`src/rtl/gmii_frame_tx.sv`:
```
// GMII transmit framer: preamble/SFD, payload, optional zero pad (GMII_TX_PAD_EN), CRC32 FCS, IFG.
// Latency: byte accepted on one edge is on gmii_txd the next cycle; first payload byte PREAMBLE_LEN+2 cycles after tx_valid.
// Backpressure: tx_ready only in SFD/DATA; a missing byte while ready is an underrun that ends the frame with a bad FCS.
module gmii_frame_tx #(
  parameter int PREAMBLE_LEN = 7,
  parameter int MIN_FRAME    = 60,
  parameter int IFG_CYCLES   = 12
) (
  input  logic       gmii_tx_clk,
  input  logic       rst,
  input  logic       tx_valid,
  input  logic [7:0] tx_data,
  input  logic       tx_last,
  output logic       tx_ready,
  output logic       gmii_tx_en,
  output logic [7:0] gmii_txd,
  output logic       tx_busy,
  output logic       tx_done,
  output logic       tx_underrun
);

  typedef enum logic [2:0] {
    S_IDLE, S_PRE, S_SFD, S_DATA, S_PAD, S_FCS, S_IFG
  } state_t;

  localparam logic [7:0] PRE_LAST = 8'(PREAMBLE_LEN - 1);
  localparam logic [7:0] IFG_LAST = 8'(IFG_CYCLES - 1);

  function automatic logic [31:0] crc_step(input logic [31:0] c, input logic [7:0] d);
    logic [31:0] r;
    r = c ^ {24'h0, d};
    for (int i = 0; i < 8; i++) begin
      r = r[0] ? ((r >> 1) ^ 32'hEDB88320) : (r >> 1);
    end
    return r;
  endfunction

  state_t      state, state_nxt;
  logic [7:0]  cnt, cnt_nxt;          // preamble / IFG cycle index
  logic [1:0]  fcs_idx, fcs_idx_nxt;
  logic [31:0] crc, crc_nxt;
  logic        underrun_q, underrun_nxt;
  logic        tx_ready_nxt, gmii_tx_en_nxt, tx_busy_nxt, tx_done_nxt, tx_underrun_nxt;
  logic [7:0]  gmii_txd_nxt, fcs_byte;
  logic        starve;

  assign starve = tx_ready & ~tx_valid;

`ifdef GMII_TX_PAD_EN
  localparam logic [15:0] MIN_CNT = 16'(MIN_FRAME);
  logic [15:0] byte_cnt, byte_cnt_nxt;
  logic        pad_short;
  assign pad_short = byte_cnt < MIN_CNT;
`endif

  always_ff @(posedge gmii_tx_clk) begin
    if (rst) begin
      state       <= S_IDLE;
      cnt         <= 8'd0;
      fcs_idx     <= 2'd0;
      crc         <= 32'hFFFFFFFF;
      underrun_q  <= 1'b0;
      tx_ready    <= 1'b0;
      gmii_tx_en  <= 1'b0;
      gmii_txd    <= 8'h00;
      tx_busy     <= 1'b0;
      tx_done     <= 1'b0;
      tx_underrun <= 1'b0;
`ifdef GMII_TX_PAD_EN
      byte_cnt    <= 16'd0;
`endif
    end else begin
      state       <= state_nxt;
      cnt         <= cnt_nxt;
      fcs_idx     <= fcs_idx_nxt;
      crc         <= crc_nxt;
      underrun_q  <= underrun_nxt;
      tx_ready    <= tx_ready_nxt;
      gmii_tx_en  <= gmii_tx_en_nxt;
      gmii_txd    <= gmii_txd_nxt;
      tx_busy     <= tx_busy_nxt;
      tx_done     <= tx_done_nxt;
      tx_underrun <= tx_underrun_nxt;
`ifdef GMII_TX_PAD_EN
      byte_cnt    <= byte_cnt_nxt;
`endif
    end
  end

  always_comb begin
    state_nxt = state;
    case (state)
      S_IDLE: if (tx_valid) state_nxt = S_PRE;
      S_PRE:  if (cnt == PRE_LAST) state_nxt = S_SFD;
      S_SFD, S_DATA: begin
        // tx_ready low in DATA means the tagged last byte is on the wire now
        if (tx_ready) begin
          state_nxt = tx_valid ? S_DATA : S_FCS;
        end else begin
`ifdef GMII_TX_PAD_EN
          state_nxt = pad_short ? S_PAD : S_FCS;
`else
          state_nxt = S_FCS;
`endif
        end
      end
`ifdef GMII_TX_PAD_EN
      S_PAD:  if (byte_cnt == MIN_CNT) state_nxt = S_FCS;
`endif
      S_FCS:  if (fcs_idx == 2'd3) state_nxt = S_IFG;
      S_IFG:  if (cnt == IFG_LAST) state_nxt = tx_valid ? S_PRE : S_IDLE;
      default: state_nxt = S_IDLE;
    endcase
  end

  always_comb begin
    cnt_nxt         = cnt;
    fcs_idx_nxt     = fcs_idx;
    crc_nxt         = crc;
    underrun_nxt    = underrun_q;
    tx_ready_nxt    = 1'b0;
    gmii_tx_en_nxt  = 1'b0;
    gmii_txd_nxt    = 8'h00;
    tx_busy_nxt     = (state_nxt != S_IDLE);
    tx_done_nxt     = 1'b0;
    tx_underrun_nxt = 1'b0;
    fcs_byte        = 8'h00;
`ifdef GMII_TX_PAD_EN
    byte_cnt_nxt    = byte_cnt;
`endif
    case (state_nxt)
      S_PRE: begin
        gmii_tx_en_nxt = 1'b1;
        gmii_txd_nxt   = 8'h55;
        cnt_nxt        = (state == S_PRE) ? cnt + 8'd1 : 8'd0;
        underrun_nxt   = 1'b0;
`ifdef GMII_TX_PAD_EN
        byte_cnt_nxt   = 16'd0;
`endif
      end
      S_SFD: begin
        gmii_tx_en_nxt = 1'b1;
        gmii_txd_nxt   = 8'hD5;
        tx_ready_nxt   = 1'b1;
      end
      S_DATA: begin
        gmii_tx_en_nxt = 1'b1;
        gmii_txd_nxt   = tx_data;
        tx_ready_nxt   = ~tx_last;
        crc_nxt        = crc_step(crc, tx_data);
`ifdef GMII_TX_PAD_EN
        byte_cnt_nxt   = (byte_cnt == 16'hFFFF) ? byte_cnt : byte_cnt + 16'd1;
`endif
      end
`ifdef GMII_TX_PAD_EN
      S_PAD: begin
        gmii_tx_en_nxt = 1'b1;
        crc_nxt        = crc_step(crc, 8'h00);
        byte_cnt_nxt   = (byte_cnt == 16'hFFFF) ? byte_cnt : byte_cnt + 16'd1;
      end
`endif
      S_FCS: begin
        gmii_tx_en_nxt = 1'b1;
        if (state == S_FCS) begin
          fcs_idx_nxt = fcs_idx + 2'd1;
        end else begin
          fcs_idx_nxt     = 2'd0;
          underrun_nxt    = starve;
          tx_underrun_nxt = starve;
        end
        // an underrun sends the uncomplemented CRC so the receiver rejects the frame
        fcs_byte     = crc[{fcs_idx_nxt, 3'b000} +: 8];
        gmii_txd_nxt = underrun_nxt ? fcs_byte : ~fcs_byte;
      end
      S_IFG: begin
        cnt_nxt     = (state == S_IFG) ? cnt + 8'd1 : 8'd0;
        crc_nxt     = 32'hFFFFFFFF;
        tx_done_nxt = (cnt_nxt == IFG_LAST);
      end
      default: ;
    endcase
  end

endmodule

```
`config.mk`:
```
export PLATFORM = sky130hd
export DESIGN_NAME = gmii_frame_tx
export DESIGN_NICKNAME = d
export VERILOG_FILES = /design/src/rtl/gmii_frame_tx.sv
export SDC_FILE = /design/constraint.sdc
export NUM_CORES = 1
export LEC_CHECK = 0
export BUFFER_PORTS_ARGS = -buffer_cell sky130_fd_sc_hd__buf_2
export CAP_MARGIN = 20
export CORE_MARGIN = 2
export CORE_UTILIZATION = 45
export CTS_BUF_LIST = sky130_fd_sc_hd__clkbuf_8
export CTS_CLUSTER_DIAMETER = 80
export DETAILED_ROUTE_END_ITERATION = 10
export PLACE_DENSITY_LB_ADDON = 0.15
export SLEW_MARGIN = 40
export SYNTH_ARGS = -nofsm -noshare
export SYNTH_HDL_FRONTEND = slang
export SYNTH_SLANG_ARGS = --single-unit
export TNS_END_PERCENT = 30
```
`constraint.sdc`:
```
create_clock -name gmii_tx_clk -period 2.16 [get_ports gmii_tx_clk]
set_input_delay 0.324 -clock gmii_tx_clk [delete_from_list [all_inputs] [get_ports gmii_tx_clk]]
set_output_delay 0.324 -clock gmii_tx_clk [all_outputs]
set_load 0.005 [all_outputs]
```
==> results of run 1 <==
-- worst min path at each step --
stage | startpoint | end | slack (ns)
floorplan | tx_last | tx_ready | 0.43
global placement | fcs_idx[1] | fcs_idx[1] | 0.48
detailed placement | fcs_idx[1] | fcs_idx[1] | 0.49
CTS | tx_last | tx_ready | 0.17
global route | tx_last | tx_ready | 0.19
finish | tx_last | tx_ready | 0.18
-- placed cells by master (no fill, tap or decap), drive strengths merged, types with 10 or more instances in the layout --
cell and count:
xor2 26, buf 49, xnor2 53, mux2i 20, a31oi 10, nor2 15, dfxtp 59, clkbuf 11
o22ai 24, nand2 48
-- layout make-up --
cell class / instances / area share [%]
inverters: 6 / 0.5340
well taps: 105 / 3.115
multi-input cells: 297 / 56.66
repair buffers: 49 / 7.594
clock buffers: 11 / 3.589
clock inverters: 5 / 0.5043
flip-flops and latches: 59 / 28.00
-- flip-flops by register name, summed over array words and instances, names as in the netlist, 2 cells and up --
signal and count:
fcs_idx 2, gmii_txd 8, crc 32, cnt 8, state 3
-- stage by stage --
stage | std cells | setup slack (ns)
finish | 532 | 0.06858
global route | 532 | -0.02815
CTS | 532 | 0.03660
detailed placement | 516 | 0.06150
global placement | 516 | 0.1162
floorplan | 383 | 0.1824
-- cells by family (layout without fill, tap and decap cells) --
logic type | after synthesis | after routing | share of synthesized area [%]
simple gates | 112 | 112 | 15.97
fa+ha+maj | 3 | 3 | 1.015
buf+inv | 27 | 71 | 3.653
flops | 59 | 59 | 31.93
xor+xnor | 79 | 79 | 25.00
mux | 21 | 21 | 5.819
compound gates | 82 | 82 | 16.61
-- metal layers --
layer  part of all wire (%)  global-route usage (%)
met5                      0                       0
met4                   0.77                   4.469
met3                    2.7                   5.507
met2                     52                   35.70
met1                     45                   27.15
-- repair_timing --
item | in CTS | in global routing
hold buffers | 0 | 0
endpoints found under the setup margin | 0 | 6
gates resized for setup | 0 | 2
-- power by group through the flow --
| stage | clock, mW | combinational (mW) | sequential (mW) |
|---|---|---|---|
| after floorplan | 0 | 0.323 | 1.15 |
| after global placement | 0 | 0.429 | 1.15 |
| after detailed placement | 0 | 0.431 | 1.15 |
| after CTS | 0.913 | 0.433 | 1.12 |
| after global routing | 0.962 | 0.473 | 1.13 |
| final | 0.884 | 0.431 | 1.12 |
==> flow_summary.json, run 1 <==
{
  "worstSetupEndpoint": "gmii_txd[4]",
  "synth_top_cell_area_share_pct": 31.94,
  "synth-main-ff-cell": "dfxtp_1",
  "multi_input_area_sq_mm": 0.002390,
  "cp.depth": 8,
  "p_sw_uw": 668.6,
  "cp_cell_sequence": "ha_1, and3b_1, a211o_2, and2_1, buf_4, a31oi_2, buf_4, a31oi_1",
  "cts_tree": "done",
  "area_delta_synth_final_pct": 14.04,
  "antenna_left": 0,
  "fin_setup_tns_ns": 0,
  "r2r-end": "gmii_txd[4]",
  "syn_inst": 383,
  "critPathArrivalTime_ns": 2.29,
  "clkPwrFrac_pct": 36.2,
  "port_buffers": 24,
  "period_share_pct": 96.82,
  "swShare_pct": 27.41,
  "timing.max_cap.violations": 0,
  "grt_pass1_wl_mm": 14.41,
  "vias": 2906,
  "routedWlPerCell_um": 16.29,
  "htreeDepth": 3,
  "synthTopCellsByCount": "dfxtp_1 (59), nand2_1 (47), xnor2_1 (40)",
  "syn_nets": 398,
  "dp_hpwl_mm": 6.302,
  "timing.fmax_ghz": 0.4781,
  "worst_clock_skew_ns": 0.007585,
  "die_area_sq_mm": 0.008961,
  "start_util_pct": 45.70,
  "critPathSlowestCell": "a211o_2",
  "design.core.area_sq_mm": 0.008093,
  "slew-limit-headroom_pct": 54.01,
  "numCtsBuffers": 9,
  "ys_seq_area_share_pct": 31.94,
  "end_kind": "register",
  "first_global_vias": 2860,
  "drv_slew": 0,
  "antenna_found_initial": 0,
  "synth.most_common_cell": "dfxtp_1",
  "startpoint_type": "register",
  "finalPower_mw": 2.440,
  "ir_drop_mv": 0.2958,
  "synth_edf_count": 0,
  "fp-row-count": 33,
  "synth-seq-cells": 59,
  "slowest_delay_ns": 0.39,
  "clk_latency_ns": 0.33,
  "post_dp_cell_area_sq_mm": 0.004038,
  "path_delay_family": "compound AO/OA/AOI/OAI gates",
  "totalWireLength_mm": 8.666,
  "grt.total_usage_pct": 21.12,
  "p_seq_share_pct": 46.1,
  "crit_required_ns": 2.36,
  "vias_per_cell": 5.462,
  "status": "complete, no violations",
  "fin_crit_ns": 2.091,
  "drc": 0,
  "path_class": "register to register",
  "hold_path.class": "primary input to register",
  "finalSetupViolations": 0,
  "synth.avg_cell_area_sq_um": 9.657,
  "die_h_um": 94.66,
  "hold_viol_final": 0,
  "rsz0062_at_grt": "yes",
  "synthArstFlopShare_pct": 0,
  "synth_cell_types": 67,
  "final_area_sq_mm": 0.004218,
  "seqCellArea_sq_mm": 0.001181,
  "cts_buffer_depth": 2,
  "globalplace.congestion": 0.8012,
  "cts.sinks": 59,
  "whs_path_depth": 2,
  "crit_path_frequent_cell": "buf_4",
  "nFillCells": 776,
  "post-route-util_pct": 52.12,
  "path_buf_inv": 2,
  "rrSetupSlack_ns": 0.07,
  "cts_setup_buffers": 0,
  "p_comb_share_pct": 17.7,
  "overflow": 0,
  "critPathMaxFanout": 7,
  "antenna_cells": 0,
  "drtPass1Iterations": 5,
  "clk_pin_slew_ns": 0.07,
  "synth_area_sq_mm": 0.003699,
  "p_leak_nw": 1.633,
  "io_pins": 25,
  "reg2reg_from": "cnt[0]",
  "whs_ns": 0.1842,
  "worstRegToRegCells": 8,
  "drive_above_1_share_pct": 22.25,
  "drtIter0Drc": 116,
  "cp-startpoint": "cnt[0]",
  "ys_warn_count": 0,
  "cts-root-buf": "clkbuf_8",
  "grt_max_degree": 29,
  "nets": 437,
  "worstMarginPinSlew_ns": 0.6898,
  "p_int_mw": 1.771,
  "synth_top_cell_by_area": "dfxtp_1",
  "synth_area_leaders": "dfxtp_1 (32%), xnor2_1 (9.5%), xnor2_4 (6.7%)",
  "power_density_mw_per_mm2": 578.4,
  "die_w_um": 94.66
}
Power figures use the tool's default switching activity.
==> run 2: changes to the inputs <==
CORE_ASPECT_RATIO = 1.75   (was unset)
SETUP_SLACK_MARGIN = 0.2   (was unset)
clock period = 1.71 ns   (was 2.16 ns; I/O delays follow)
==> run 2 against run 1 <==
  * The run now ends with setup timing left
  * Flip-flop and latch count unchanged
  * Clock skew down 0.0012 ns
  * Hold slack worse by 0.086 ns
  * Clock power up 40%
  * Combinational power up 74%
  * Die area up 0.31%
  * Power up 40%
  * Count of clock-buffer cells in the layout up 2
  * Via count up 11%
  * Non-clock buffer count up 62
  * Global-route usage up 4.2 points
  * Highest routed layer unchanged
==> flow_summary.json, run 2 (same netlist as run 1, synthesis figures left out) <==
{
  "worstMarginPinSlew_ns": 0.4763,
  "post-route-util_pct": 63.72,
  "fin_crit_ns": 1.945,
  "grt.total_usage_pct": 25.28,
  "drtPass1Iterations": 5,
  "post_dp_cell_area_sq_mm": 0.004542,
  "drc": 0,
  "htreeDepth": 3,
  "die_h_um": 123.9,
  "slew-limit-headroom_pct": 68.11,
  "globalplace.congestion": 0.8780,
  "hold_path.class": "primary input to register",
  "clk_pin_slew_ns": 0.07,
  "grt.busiest_layer": "met2",
  "cts_buffer_depth": 2,
  "vias": 3218,
  "drive_above_1_share_pct": 41.72,
  "numCtsBuffers": 9,
  "dp_hpwl_mm": 8.024,
  "hold_viol_final": 0,
  "overflow": 0,
  "totalWireLength_mm": 10.80,
  "start_util_pct": 46.45,
  "die_w_um": 72.53,
  "fp-row-count": 43,
  "timing.max_cap.violations": 0,
  "startpoint_type": "register",
  "timing.fmax_ghz": 0.5141,
  "violations": "setup timing",
  "drtIter0Drc": 148,
  "antenna_found_initial": 0,
  "p_leak_nw": 1.993,
  "routedWlPerCell_um": 18.65,
  "first_global_vias": 3231,
  "clk_latency_ns": 0.35,
  "antenna_cells": 0,
  "nFillCells": 676,
  "grt_use_met1_pct": 25.89,
  "critPathArrivalTime_ns": 2.22,
  "worst_clock_skew_ns": 0.006394,
  "antenna_left": 0,
  "power_density_mw_per_mm2": 672.5,
  "finalSetupViolations": 55,
  "drv_slew": 0,
  "ir_drop_mv": 0.5318,
  "final_cell_mix": "buf_4 (74), dfxtp_1 (50), nand2_1 (42), xnor2_1 (39)",
  "nets": 499,
  "top_register": "crc",
  "largest_reg_flops": 32,
  "pre_cts_slack_ns": -0.3181,
  "status": "finished with violations",
  "cts.sinks": 59,
  "cts_tree": "done",
  "final_area_sq_mm": 0.005074,
  "end_kind": "register",
  "cts-root-buf": "clkbuf_8",
  "layout_commonest_cell": "buf_4",
  "use_met3_pct": 3.803,
  "vias_per_cell": 5.558,
  "port_buffers": 24,
  "design.core.area_sq_mm": 0.007963,
  "path_class": "register to register",
  "area_delta_synth_final_pct": 37.18,
  "crit_required_ns": 1.99,
  "largestRegisters": "crc (32), cnt (8), gmii_txd (8)",
  "critPathMaxFanout": 7,
  "gr-usage-met2_pct": 48.18,
  "grt_pass1_wl_mm": 16.73,
  "fin_setup_tns_ns": -5.361,
  "period_share_pct": 113.8,
  "whs_ns": 0.09861,
  "grt_max_degree": 30,
  "io_pins": 25,
  "die_area_sq_mm": 0.008989,
  "rsz0062_at_grt": "yes",
  "finalWorstSetupSlack_ns": -0.2352
}
## run 2: changes by cell type in the layout (fill, tap and decap cells not counted), sizes merged
cell	delta
buf	+62
clkbuf	+2
clkinv	-1
inv	-1
## run 2: metrics by stage
stage | std cells | power (mW)
after floorplan | 383 | 1.869
after global placement | 557 | 2.129
after detailed placement | 557 | 2.137
after CTS | 577 | 3.384
after global routing | 579 | 3.530
final | 579 | 3.412
## run 2: worst paths after layout
check | startpoint | endpoint | slack (ns) | cells past startpoint
worst max register to register | cnt[4] | gmii_txd[4] | -0.24 | 8
worst min-delay path | tx_last | tx_ready | 0.1 | 2
worst max-delay path | cnt[4] | gmii_txd[4] | -0.24 | 8
worst min register to register | underrun_q | underrun_q | 0.52 | 1
## run 2: per-layer routing
| metal | vias to the layer above | wire length [um] |
|---|---|---|
| met2 | 63 | 6185 |
| li1 | 1573 | - |
| met3 | 27 | 256 |
| met1 | 1555 | 3970 |
| met5 | - | 0 |
| met4 | 0 | 384 |
## run 2: area by class of cell
cell class              count  area (sq um)  area share (%)
clock inverters             3         12.51          0.2466
inverters                   6         22.52          0.4439
repair buffers            111         874.6           17.24
clock buffers              13         178.9           3.527
well taps                  90         112.6           2.219
flip-flops and latches     59          1197           23.60
multi-input cells         297          2675           52.73
## run 2: repair_timing
item,CTS,global route
hold buffers,0,0
pin swaps,21,24
buffers inserted,4,2
setup endpoints to repair,59,59
resized for setup,30,41
## run 2: report_power, final
part | internal [mW] | total, mW | switching [mW]
Sequential | 1.40 | 1.43 | 0.0225
Clock | 0.672 | 1.24 | 0.564
Combinational | 0.381 | 0.751 | 0.370
## run 2: critical path, stage by stage, from the launching register on
cell and delay (ns):
dfxtp_2 0.34, nor4_4 0.35, buf_4 0.17, a211o_4 0.17
nand2_2 0.14, nor3_4 0.29, buf_6 0.16, nand2_1 0.09
a31oi_4 0.15
